<file path="config.mk">
export PLATFORM = sky130hd
export DESIGN_NAME = barrel_manager
export DESIGN_NICKNAME = d
export VERILOG_FILES = /design/src/rtl/game_pkg.sv /design/src/rtl/bcd_counter.sv /design/src/rtl/barrel_manager.sv
export SDC_FILE = /design/constraint.sdc
export NUM_CORES = 1
export LEC_CHECK = 0
export ABC_AREA = 1
export BUFFER_PORTS_ARGS = -buffer_cell sky130_fd_sc_hd__buf_2
export CORE_AREA = 2 2 169 171
export DETAILED_ROUTE_END_ITERATION = 8
export DIE_AREA = 0 0 171 173
export PLACE_DENSITY = 0.72
export SKIP_LAST_GASP = 1
export SLEW_MARGIN = 20
export SYNTH_ARGS = -nofsm -noshare
export SYNTH_HDL_FRONTEND = slang
export SYNTH_SLANG_ARGS = --single-unit
</file>
<file path="constraint.sdc">
create_clock -name clk -period 7 [get_ports clk]
set_input_delay 1.4 -clock clk [delete_from_list [all_inputs] [get_ports clk]]
set_output_delay 1.4 -clock clk [all_outputs]
set_load 0.02 [all_outputs]
</file>
<file path="src/rtl/game_pkg.sv">
// Shared game constants: barrel/game state codes, sprite sizes and the
// slot-manager FSM state type.
package game_pkg;

  typedef enum logic [1:0] {
    BARREL_INITIAL = 2'b00,
    BARREL_ROLLING = 2'b01,
    BARREL_FALLING = 2'b10
  } barrel_state_t;

  typedef enum logic [1:0] {
    GAME_START = 2'b00,
    GAME_PLAY  = 2'b01,
    GAME_OVER  = 2'b10
  } game_state_t;

  localparam int MARIO_W_PX = 34;
  localparam int MARIO_H_PX = 36;
  localparam int ROLL_W     = 32;
  localparam int FALL_W     = 42;
  localparam int BARREL_H   = 24;

  typedef enum logic [1:0] {
    ST_IDLE,
    ST_ALLOC,
    ST_SCAN,
    ST_COMMIT
  } mgr_state_t;

endpackage

</file>
<file path="src/rtl/bcd_counter.sv">
// Saturating multi-digit BCD up-counter; holds once every digit reads 9.
module bcd_counter #(
  parameter int DIGITS = 6
) (
  input  logic                clk,
  input  logic                rst,
  input  logic                inc,
  output logic [4*DIGITS-1:0] value
);

  logic [4*DIGITS-1:0] next_value;
  logic                carry;
  logic                all_nines;

  // NOTE: every always_comb output gets a default first so no path can infer a latch.
  always_comb begin
    next_value = value;
    carry      = 1'b1;
    all_nines  = 1'b1;
    for (int d = 0; d < DIGITS; d++) begin
      if (value[4*d +: 4] != 4'd9) all_nines = 1'b0;
      if (carry) begin
        if (value[4*d +: 4] == 4'd9) begin
          next_value[4*d +: 4] = 4'd0;
        end else begin
          next_value[4*d +: 4] = value[4*d +: 4] + 4'd1;
          carry = 1'b0;
        end
      end
    end
  end

  always_ff @(posedge clk or posedge rst) begin
    if (rst) value <= '0;
    else if (inc && !all_nines) value <= next_value;
  end

endmodule

</file>
<file path="src/rtl/barrel_manager.sv">
// Barrel slot manager: allocates slots on Kong drops, scans live slots once per
// frame for collision, jump-over scoring and retirement.
module barrel_manager
  import game_pkg::*;
#(
  parameter int SLOTS      = 16,
  parameter int IW         = $clog2(SLOTS),
  parameter int X_W        = 10,
  parameter int Y_W        = 9,
  parameter int HIT_FRAMES = 4,
  parameter int DIGITS     = 6,
  parameter int RETIRE_X   = 560,
  parameter int RETIRE_Y   = 410,
  parameter int MARIO_W    = MARIO_W_PX,
  parameter int MARIO_H    = MARIO_H_PX
) (
  input  logic                 clk,
  input  logic                 rst,
  input  logic                 run,
  input  logic                 frame_tick,
  input  logic                 spawn_req,
  output logic                 spawn_ack,
  output logic                 spawn_miss,
  output logic [IW-1:0]        spawn_slot,
  output logic [SLOTS-1:0]     slot_start,
  output logic [SLOTS-1:0]     slot_kill,
  output logic [SLOTS-1:0]     slot_busy,
  input  logic [SLOTS*X_W-1:0] barrel_x,
  input  logic [SLOTS*Y_W-1:0] barrel_y,
  input  logic [SLOTS*2-1:0]   barrel_state,
  input  logic [X_W-1:0]       mario_x,
  input  logic [Y_W-1:0]       mario_y,
  input  logic                 mario_jumping,
  output logic                 hit,
  output logic [4*DIGITS-1:0]  score_bcd,
  output logic                 frame_overrun
);

  mgr_state_t       state;
  logic [IW-1:0]    idx;
  logic             spawn_pend;
  logic             frame_req;
  logic             any_hit;
  logic [SLOTS-1:0] scored;
  logic [7:0]       hit_cnt;
  logic [7:0]       hit_next;

  logic [X_W-1:0] bx;
  logic [Y_W-1:0] by;
  logic [1:0]     bst;
  logic [X_W:0]   bx_end, mx_end;
  logic [Y_W:0]   by_end, my_end;
  logic           active, x_ovl, y_ovl, overlap, award, retire;

  logic           free_found;
  logic [IW-1:0]  free_idx;

  // Slot under scan; sums carry one extra bit so edge boxes never wrap.
  always_comb begin
    bx      = barrel_x[idx*X_W +: X_W];
    by      = barrel_y[idx*Y_W +: Y_W];
    bst     = barrel_state[idx*2 +: 2];
    bx_end  = {1'b0, bx} + ((bst == BARREL_FALLING) ? (X_W+1)'(FALL_W) : (X_W+1)'(ROLL_W));
    mx_end  = {1'b0, mario_x} + (X_W+1)'(MARIO_W);
    by_end  = {1'b0, by} + (Y_W+1)'(BARREL_H);
    my_end  = {1'b0, mario_y} + (Y_W+1)'(MARIO_H);
    active  = (state == ST_SCAN) && slot_busy[idx] &&
              ((bst == BARREL_ROLLING) || (bst == BARREL_FALLING));
    x_ovl   = ({1'b0, bx} < mx_end) && ({1'b0, mario_x} < bx_end);
    y_ovl   = ({1'b0, by} < my_end) && ({1'b0, mario_y} < by_end);
    overlap = active && x_ovl && y_ovl;
    award   = active && mario_jumping && !scored[idx] && x_ovl && ({1'b0, by} >= my_end);
    retire  = active && (bx > X_W'(RETIRE_X)) && (by > Y_W'(RETIRE_Y));
  end

  always_comb begin
    free_found = 1'b0;
    free_idx   = '0;
    for (int i = SLOTS - 1; i >= 0; i--) begin
      if (!slot_busy[i]) begin
        free_found = 1'b1;
        free_idx   = IW'(i);
      end
    end
  end

  always_comb begin
    if (!any_hit) hit_next = 8'd0;
    else if (hit_cnt == 8'(HIT_FRAMES)) hit_next = hit_cnt;
    else hit_next = hit_cnt + 8'd1;
  end

  // Allocation results are registered on the IDLE->ALLOC edge, so they are
  // visible during the ALLOC cycle itself.
  always_ff @(posedge clk or posedge rst) begin
    if (rst) begin
      state         <= ST_IDLE;
      idx           <= '0;
      spawn_pend    <= 1'b0;
      frame_req     <= 1'b0;
      any_hit       <= 1'b0;
      scored        <= '0;
      hit_cnt       <= 8'd0;
      hit           <= 1'b0;
      spawn_ack     <= 1'b0;
      spawn_miss    <= 1'b0;
      spawn_slot    <= '0;
      slot_start    <= '0;
      slot_kill     <= '0;
      slot_busy     <= '0;
      frame_overrun <= 1'b0;
    end else begin
      spawn_ack     <= 1'b0;
      spawn_miss    <= 1'b0;
      slot_start    <= '0;
      slot_kill     <= '0;
      frame_overrun <= 1'b0;

      // NOTE: non-blocking assignments resolve last-wins, so the clears inside
      // the case below override these sets when both happen in one cycle.
      if (run && spawn_req) spawn_pend <= 1'b1;
      if (run && frame_tick) begin
        if (state == ST_SCAN || state == ST_COMMIT) frame_overrun <= 1'b1;
        else frame_req <= 1'b1;
      end

      case (state)
        ST_IDLE: begin
          if (spawn_pend) begin
            state      <= ST_ALLOC;
            spawn_pend <= 1'b0;
            if (free_found) begin
              slot_busy[free_idx]  <= 1'b1;
              slot_start[free_idx] <= 1'b1;
              scored[free_idx]     <= 1'b0;
              spawn_slot           <= free_idx;
              spawn_ack            <= 1'b1;
            end else begin
              spawn_miss <= 1'b1;
            end
          end else if (frame_req) begin
            state     <= ST_SCAN;
            idx       <= '0;
            frame_req <= 1'b0;
          end
        end
        ST_ALLOC: state <= ST_IDLE;
        ST_SCAN: begin
          if (overlap) any_hit <= 1'b1;
          if (award) scored[idx] <= 1'b1;
          if (retire) begin
            slot_kill[idx] <= 1'b1;
            slot_busy[idx] <= 1'b0;
          end
          if (idx == IW'(SLOTS - 1)) state <= ST_COMMIT;
          else idx <= idx + 1'b1;
        end
        ST_COMMIT: begin
          hit_cnt <= hit_next;
          any_hit <= 1'b0;
          if (hit_next == 8'(HIT_FRAMES)) hit <= 1'b1;
          state <= ST_IDLE;
        end
        default: state <= ST_IDLE;
      endcase
    end
  end

  bcd_counter #(.DIGITS(DIGITS)) u_score (
    .clk   (clk),
    .rst   (rst),
    .inc   (award),
    .value (score_bcd)
  );

endmodule

</file>
Word-level counts from Yosys, hierarchy flattened:

Cells that the tools add are included.

* $add $sub $neg: 12
* $mul: 2
* order comparisons: 11
* eq/ne operators: 30
* shifts and indexed selects: 3
* mux-type cells: 103
* bitwise logic cells: 6
* reduce and logical (&&, ||, !) cells: 37

Operators by type and width (number)
* two-way mux 16 bit: 11
* indexed part select 160 x 9 -> 10 bit: 1
* indexed part select 144 x 9 -> 9 bit: 1
* two-way mux 4 bit: 26
* case mux 16 bit (2 select lines): 2
* two-way mux 1 bit: 52
* bitwise AND 16 bit: 2
* NOT 16 bit: 2
* bitwise OR 16 bit: 2
* indexed part select 32 x 6 -> 2 bit: 1
* adder 4 x 1 -> 4 bit, second input constant: 7
* equality test 4 bit, second input constant: 7
* != test 4 bit, second input constant: 6
* < comparator 10 x 11 -> 1 bit: 2
* < comparator 9 x 10 -> 1 bit: 2
* logical AND 1 bit: 17
* equality test 8 x 3 -> 1 bit, second input constant: 2
* two-way mux 8 bit: 2
* AND reduction 2 bit: 8
* != test 2 bit, second input constant: 7
* AND reduction 4 bit: 3
* adder 10 x 6 -> 11 bit: 1
* adder 10 x 6 -> 11 bit, second input constant: 1
* adder 9 x 5 -> 10 bit, second input constant: 1
* 25 further kinds: 38

* register bits: 113
* input bits: 361
* output and inout bits: 80
* word-level logic and storage cells: 225

Logic depth before layout (Yosys ltp):

* word-level depth: 25
* depth in mapped cells: 33
* depth with buffers taken out: 28

Modules after synthesis:

From an unflattened synthesis, not the netlist that was laid out.

* cells, all modules: 1616
* area total of the unflattened synthesis: 10506.3 um^2

Modules (own cells, without submodules)
* barrel_manager: instances 1, cells an instance 1422, area each 9028.7 um^2
* bcd_counter: instances 1, cells an instance 194, area each 1477.7 um^2

Worst setup path after synthesis:

Ideal clock, no wire load.

* path type: input to register
* start point: in barrel_state[10]
* end point: reg scored[11]
* library setup time: 117 ps
* arrival time: 4299 ps
* path slack: 2585 ps
* stages: 27
* path buffers: 0
* path through: o21ai_0 -> o22ai_1 -> a22o_1 -> a221oi_1 -> ha_1 -> inv_1 -> nor2_2 -> ha_1 -> nand2_1 -> nand2_1 -> nand2_1 -> xor2_1 -> ha_1 -> inv_1 -> nor3_1 -> a211oi_1 -> nand2_1 -> nand2_1 -> nand2_1 -> nand2_1 -> nand2_1 -> nand2_2 -> nand3_4 -> nand2_2 -> nand2_2 -> nand2_1 -> nand2_1

* longest elaborated chain between the ends: 10
* elaborated cells between the ends (all ways): 15
* those cells by class: 1 x add/sub; 1 x order compare; 3 x eq/ne; 1 x shift; 1 x mux; 8 x reduce/logical

Ends and longest elaborated chain
* from (decl): line barrel_manager.sv:30 `input logic [SLOTS*2-1:0] barrel_state,`
* indexed part select 32 x 6 -> 2 bit *: line barrel_manager.sv:62 `bst = barrel_state[idx*2 +: 2];`
* equality test 2 bit or equality test 2 x 1 -> 1 bit (tied branches): line barrel_manager.sv:63, barrel_manager.sv:68
* two-way mux 4 bit or logical OR 1 bit (tied branches): line barrel_manager.sv:63, barrel_manager.sv:68
* adder 10 x 6 -> 11 bit or logical AND 1 bit (tied branches): line barrel_manager.sv:63, barrel_manager.sv:67
* < comparator 10 x 11 -> 1 bit or logical AND 1 bit (tied branches): line barrel_manager.sv:69, barrel_manager.sv:72
* logical AND 1 bit (on tied branches): line barrel_manager.sv:69, barrel_manager.sv:72
* logical AND 1 bit * (2 in series): line barrel_manager.sv:72 `award = active && mario_jumping && !scored[idx] && x_ovl && ({1'b0, by} >= my_end);`
* != test 2 x 1 -> 1 bit (no line) *
* AND reduction 4 bit (no line) *
* to (signal assigned): line barrel_manager.sv:102 `scored <= '0;`
* to (signal, indexed assignment): line barrel_manager.sv:135 `scored[free_idx] <= 1'b0;`
* to (signal, indexed assignment): line barrel_manager.sv:150 `if (award) scored[idx] <= 1'b1;`
* to (decl): line barrel_manager.sv:44 `logic [SLOTS-1:0] scored;`

Mark *: on every way between the ends. The rest lies on a longest branch, timed or not.
A chain may end at the register's enable or synchronous reset.

Final worst setup path:

* start point: reg idx[0]
* end point: reg u_score.value[13]

* longest elaborated chain between the ends: 10
* elaborated cells between the ends (all ways): 27
* those cells by class: 1 x add/sub; 2 x mul; 3 x order compare; 2 x eq/ne; 3 x shift; 5 x mux; 11 x reduce/logical

Ends and longest elaborated chain
* from (decl): line barrel_manager.sv:40 `logic [IW-1:0] idx;`
* from (signal assigned): line barrel_manager.sv:156 `else idx <= idx + 1'b1;`
* parallel branches: the longest is 7 deep, another holds adder 10 x 6 -> 11 bit
* logical AND 1 bit *: line barrel_manager.sv:72
* logical AND 1 bit *: line bcd_counter.sv:35 `else if (inc && !all_nines) value <= next_value;`
* AND reduction 2 bit (no line) *
* to (signal assigned): line bcd_counter.sv:35
* to (decl): line bcd_counter.sv:8 `output logic [4*DIGITS-1:0] value`

Mark *: on every way between the ends. The select of a mux whose other input is x is not followed.

==> flow_summary_export.csv <==
group,metric,value,unit
synthesis,syn_nets,2007,
power,power.share.clock,17.8,%
outcome,outcome,"finished clean",
finish,area_growth,28.8,%
cts,cts-root-buf,"clkbuf_16",
sta,drv_slew,0,
drt,wl,39300,µm
cts,cts.sinks,113,
worst_setup_path,ff2ff_path_depth,23,
global_routing,grt_pass1_wl,60500,µm
worst_setup_path,critPathArrivalTime,5.63,ns
worst_setup_path,worst_r2r_endpoint,"u_score.value[13]$_DFFE_PP0P_",
power,leakagePower,0.00685,µW
drt,via_per_inst,5.25,
drt,highest_layer,"met4",
floorplanning,ios,441,
sta,relSlewSlack,36.4,%
worst_setup_path,timing.rr.start,"idx[0]$_DFFE_PP0P_",
drt,vias,12500,
finish,drive_gt1_share,26.1,%
synthesis,avgSynthCellArea,6.42,µm²
run,drv_cap,0,
synthesis,yosysTopAreaCellShare,27.6,%
placement,io_buffers,440,
drt,wl_met2,19600,µm
floorplanning,num_rows,61,
synthesis,async_flop_share,100,%
synthesis,synthDistinctLibCells,47,
synthesis,yosysSeqAreaShare,27.6,%
worst_setup_path,start_kind,"register",
worst_setup_path,setup.worst_path.end_class,"register",
synthesis,yosysWarnings,0,
power,power_density,368,mW/mm²
cts,clk_pin_slew,0.05,ns
power,p_int,2340,µW
placement,globalplace.congestion,0.934,
sta,rsz0062_at_grt,"false",
floorplanning,dieArea,0.0296,mm²
sta,period_share,76.3,%
synthesis,synth-seq-cells,113,
synthesis,yosys-top-cells-area,"dfrtp_1, nand2_1, nor2_1, o21ai_0, ha_1",
worst_setup_path,cp.required,7.29,ns
cts,cts_setup_buffers,0,
global_routing,grt_use_total,25.7,%
synthesis,yosysMostFrequentCell,"nand2_1",
power,p_sw_share,51.9,%
drt,wl_met3,2480,µm
sta,tightest_slew,0.954,ns
synthesis,synth_edf_count,0,
worst_hold_path,holdPathStages,2,
sta,worst_slack,1.66,ns
floorplanning,die_h,173,µm
power,switching_power,2520,µW
placement,place_ws,1.62,ns
power,irDropWorstVdd,216,µV
drt,first_pass_iters,8,
global_routing,overflow,0,
global_routing,grt_start_max_net_pins,151,
drt,met1_length,15700,µm
global_routing,grt_pass1_vias,11800,
worst_setup_path,critPathKind,"reg2reg",
worst_setup_path,crit_path_start,"idx[0]$_DFFE_PP0P_",
drt,ant_nets,0,
sta,finalHoldViolations,0,
finish,nNetsFinal,2395,
global_routing,antenna_found_initial,3,
sta,setup_viol,0,
sta,period_needed,5.34,ns
floorplanning,initial_utilization,37.1,%
cts,cts_max_path_buffers,2,
worst_setup_path,reg2reg_slack,1.66,ns
synthesis,synth_area,0.0102,mm²
finish,fill_cells,2840,
cts,htree_levels,4,
drt,drc,0,
placement,place_hpwl,29800,µm
worst_setup_path,endpoint,"u_score.value[13]$_DFFE_PP0P_",
floorplanning,die_x,171,µm
cts,clk_latency,0.42,ns
cts,cts-buffers-inserted,17,
sta,fmaxAchievable,187,MHz
power,p_seq_share,18.8,%
sta,skew,0.0127,ns
drt,wl_per_cell,16.5,µm
cts,cts_hold_buffers,0,
synthesis,synth_area_leader_cell,"dfrtp_1",
cts,ctsResizeCount,0,
worst_setup_path,crit_fanout,150,
worst_hold_path,hold_path_class,"reg2reg",
synthesis,yosys-top-cells-count,"nand2_1, nor2_1, o21ai_0, inv_1, dfrtp_1",
sta,finalSetupTns,0,ns
power,combPwrFrac,63.4,%
synthesis,ys.flop_type,"dfrtp_1",
synthesis,synthCells,1597,
floorplanning,coreArea,0.0276,mm²
drt,drtIter0Drc,952,
cts,cts_tree,"yes",
power,totalPowerFinal,4850,µW
## cell type report
| cell class | instances | area [µm²] | share of cell area [%] |
|---|---|---|---|
| inverters | 149 | 567 | 4.30 |
| multi-input cells | 1253 | 6420 | 48.6 |
| flip-flops and latches | 113 | 2830 | 21.5 |
| well taps | 378 | 473 | 3.58 |
| clock buffers | 21 | 450 | 3.41 |
| diodes | 3 | 7.51 | 0.0569 |
| repair buffers | 451 | 2310 | 17.5 |
| clock inverters | 10 | 136 | 1.03 |
## metal layers
layer	track usage, %	vias up
li1	-	6092
met2	45.5	582
met4	11.2	0
met1	30.7	5728
met5	0	-
met3	3.62	85
## registers in the layout (all words and copies together) (netlist names), 2 cells and up
name	cells
spawn_slot	4
slot_kill	16
idx	4
hit_cnt	8
scored	16
u_score.value	24
state	2
slot_busy	16
slot_start	16
## placed cells by master, fill, tap and decap left out, types with 22 or more instances in the layout
cell        n
a21oi_1    58
o22ai_1    72
xor2_1     26
ha_1       49
nand3_1    81
o21ai_1    36
nand4_1    30
dfrtp_1   111
nand2_1   329
nor2_1    277
inv_1     135
buf_2     440
o21bai_1   22
o21ai_0   195
## power groups by stage
stage / Combinational, µW / Clock [µW] / Sequential [µW]
after floorplan: 2270 / 0 / 888
after global placement: 2980 / 0 / 917
after detailed placement: 3050 / 0 / 919
after CTS: 3070 / 870 / 909
after global routing: 3490 / 903 / 930
final: 3080 / 865 / 910
## worst min-delay path by stage
stage / start / slack [ns] / end
3_3_place_gp: hit$_DFFE_PP0P_ / 0.45 / hit$_DFFE_PP0P_
5_1_grt: hit$_DFFE_PP0P_ / 0.51 / hit$_DFFE_PP0P_
3_5_place_dp: hit$_DFFE_PP0P_ / 0.45 / hit$_DFFE_PP0P_
4_1_cts: hit$_DFFE_PP0P_ / 0.46 / hit$_DFFE_PP0P_
6_report: hit$_DFFE_PP0P_ / 0.46 / hit$_DFFE_PP0P_
2_1_floorplan: hit_cnt[6]$_DFFE_PP0P_ / 0.47 / hit_cnt[6]$_DFFE_PP0P_
## logic make-up (layout without fill, tap and decap cells)
group	Yosys count	in the layout	share of synthesized area, %
xor+xnor	38	38	3.32
compound gates	404	404	21.9
simple gates	762	762	31.3
fa+ha+maj	49	49	5.98
flops	113	113	27.6
buf+inv	231	631	9.88
other cells	0	3	0
## critical path: stages (launching register included)
cell,delay (ns)
dfrtp_4,0.83
inv_6,0.46
o21ai_0,0.58
o22ai_1,0.13
nand2_1,0.08
nand4_1,0.15
ha_1,0.28
xnor2_2,0.26
nand4_1,0.16
nand2_1,0.14
xor2_1,0.16
ha_1,0.27
inv_1,0.09
nor3_1,0.06
a211oi_1,0.17
nand2_1,0.08
nand2_1,0.06
nand2_1,0.05
nand2_1,0.05
nand2_1,0.05
nand2_2,0.13
nand4_2,0.52
o21bai_1,0.34
nand2_1,0.09
## through the flow
step	hold WS, ns	area [µm²]	util (%)	std cells
3_5_place_dp	0.452	12600	45.6	2344
2_1_floorplan	0.474	10200	-	1597
6_report	0.460	13200	47.8	2378
3_3_place_gp	0.447	12600	45.6	2344
5_1_grt	0.512	13200	47.8	2378
4_1_cts	0.463	13200	47.7	2375
Power figures use the tool's default switching activity.
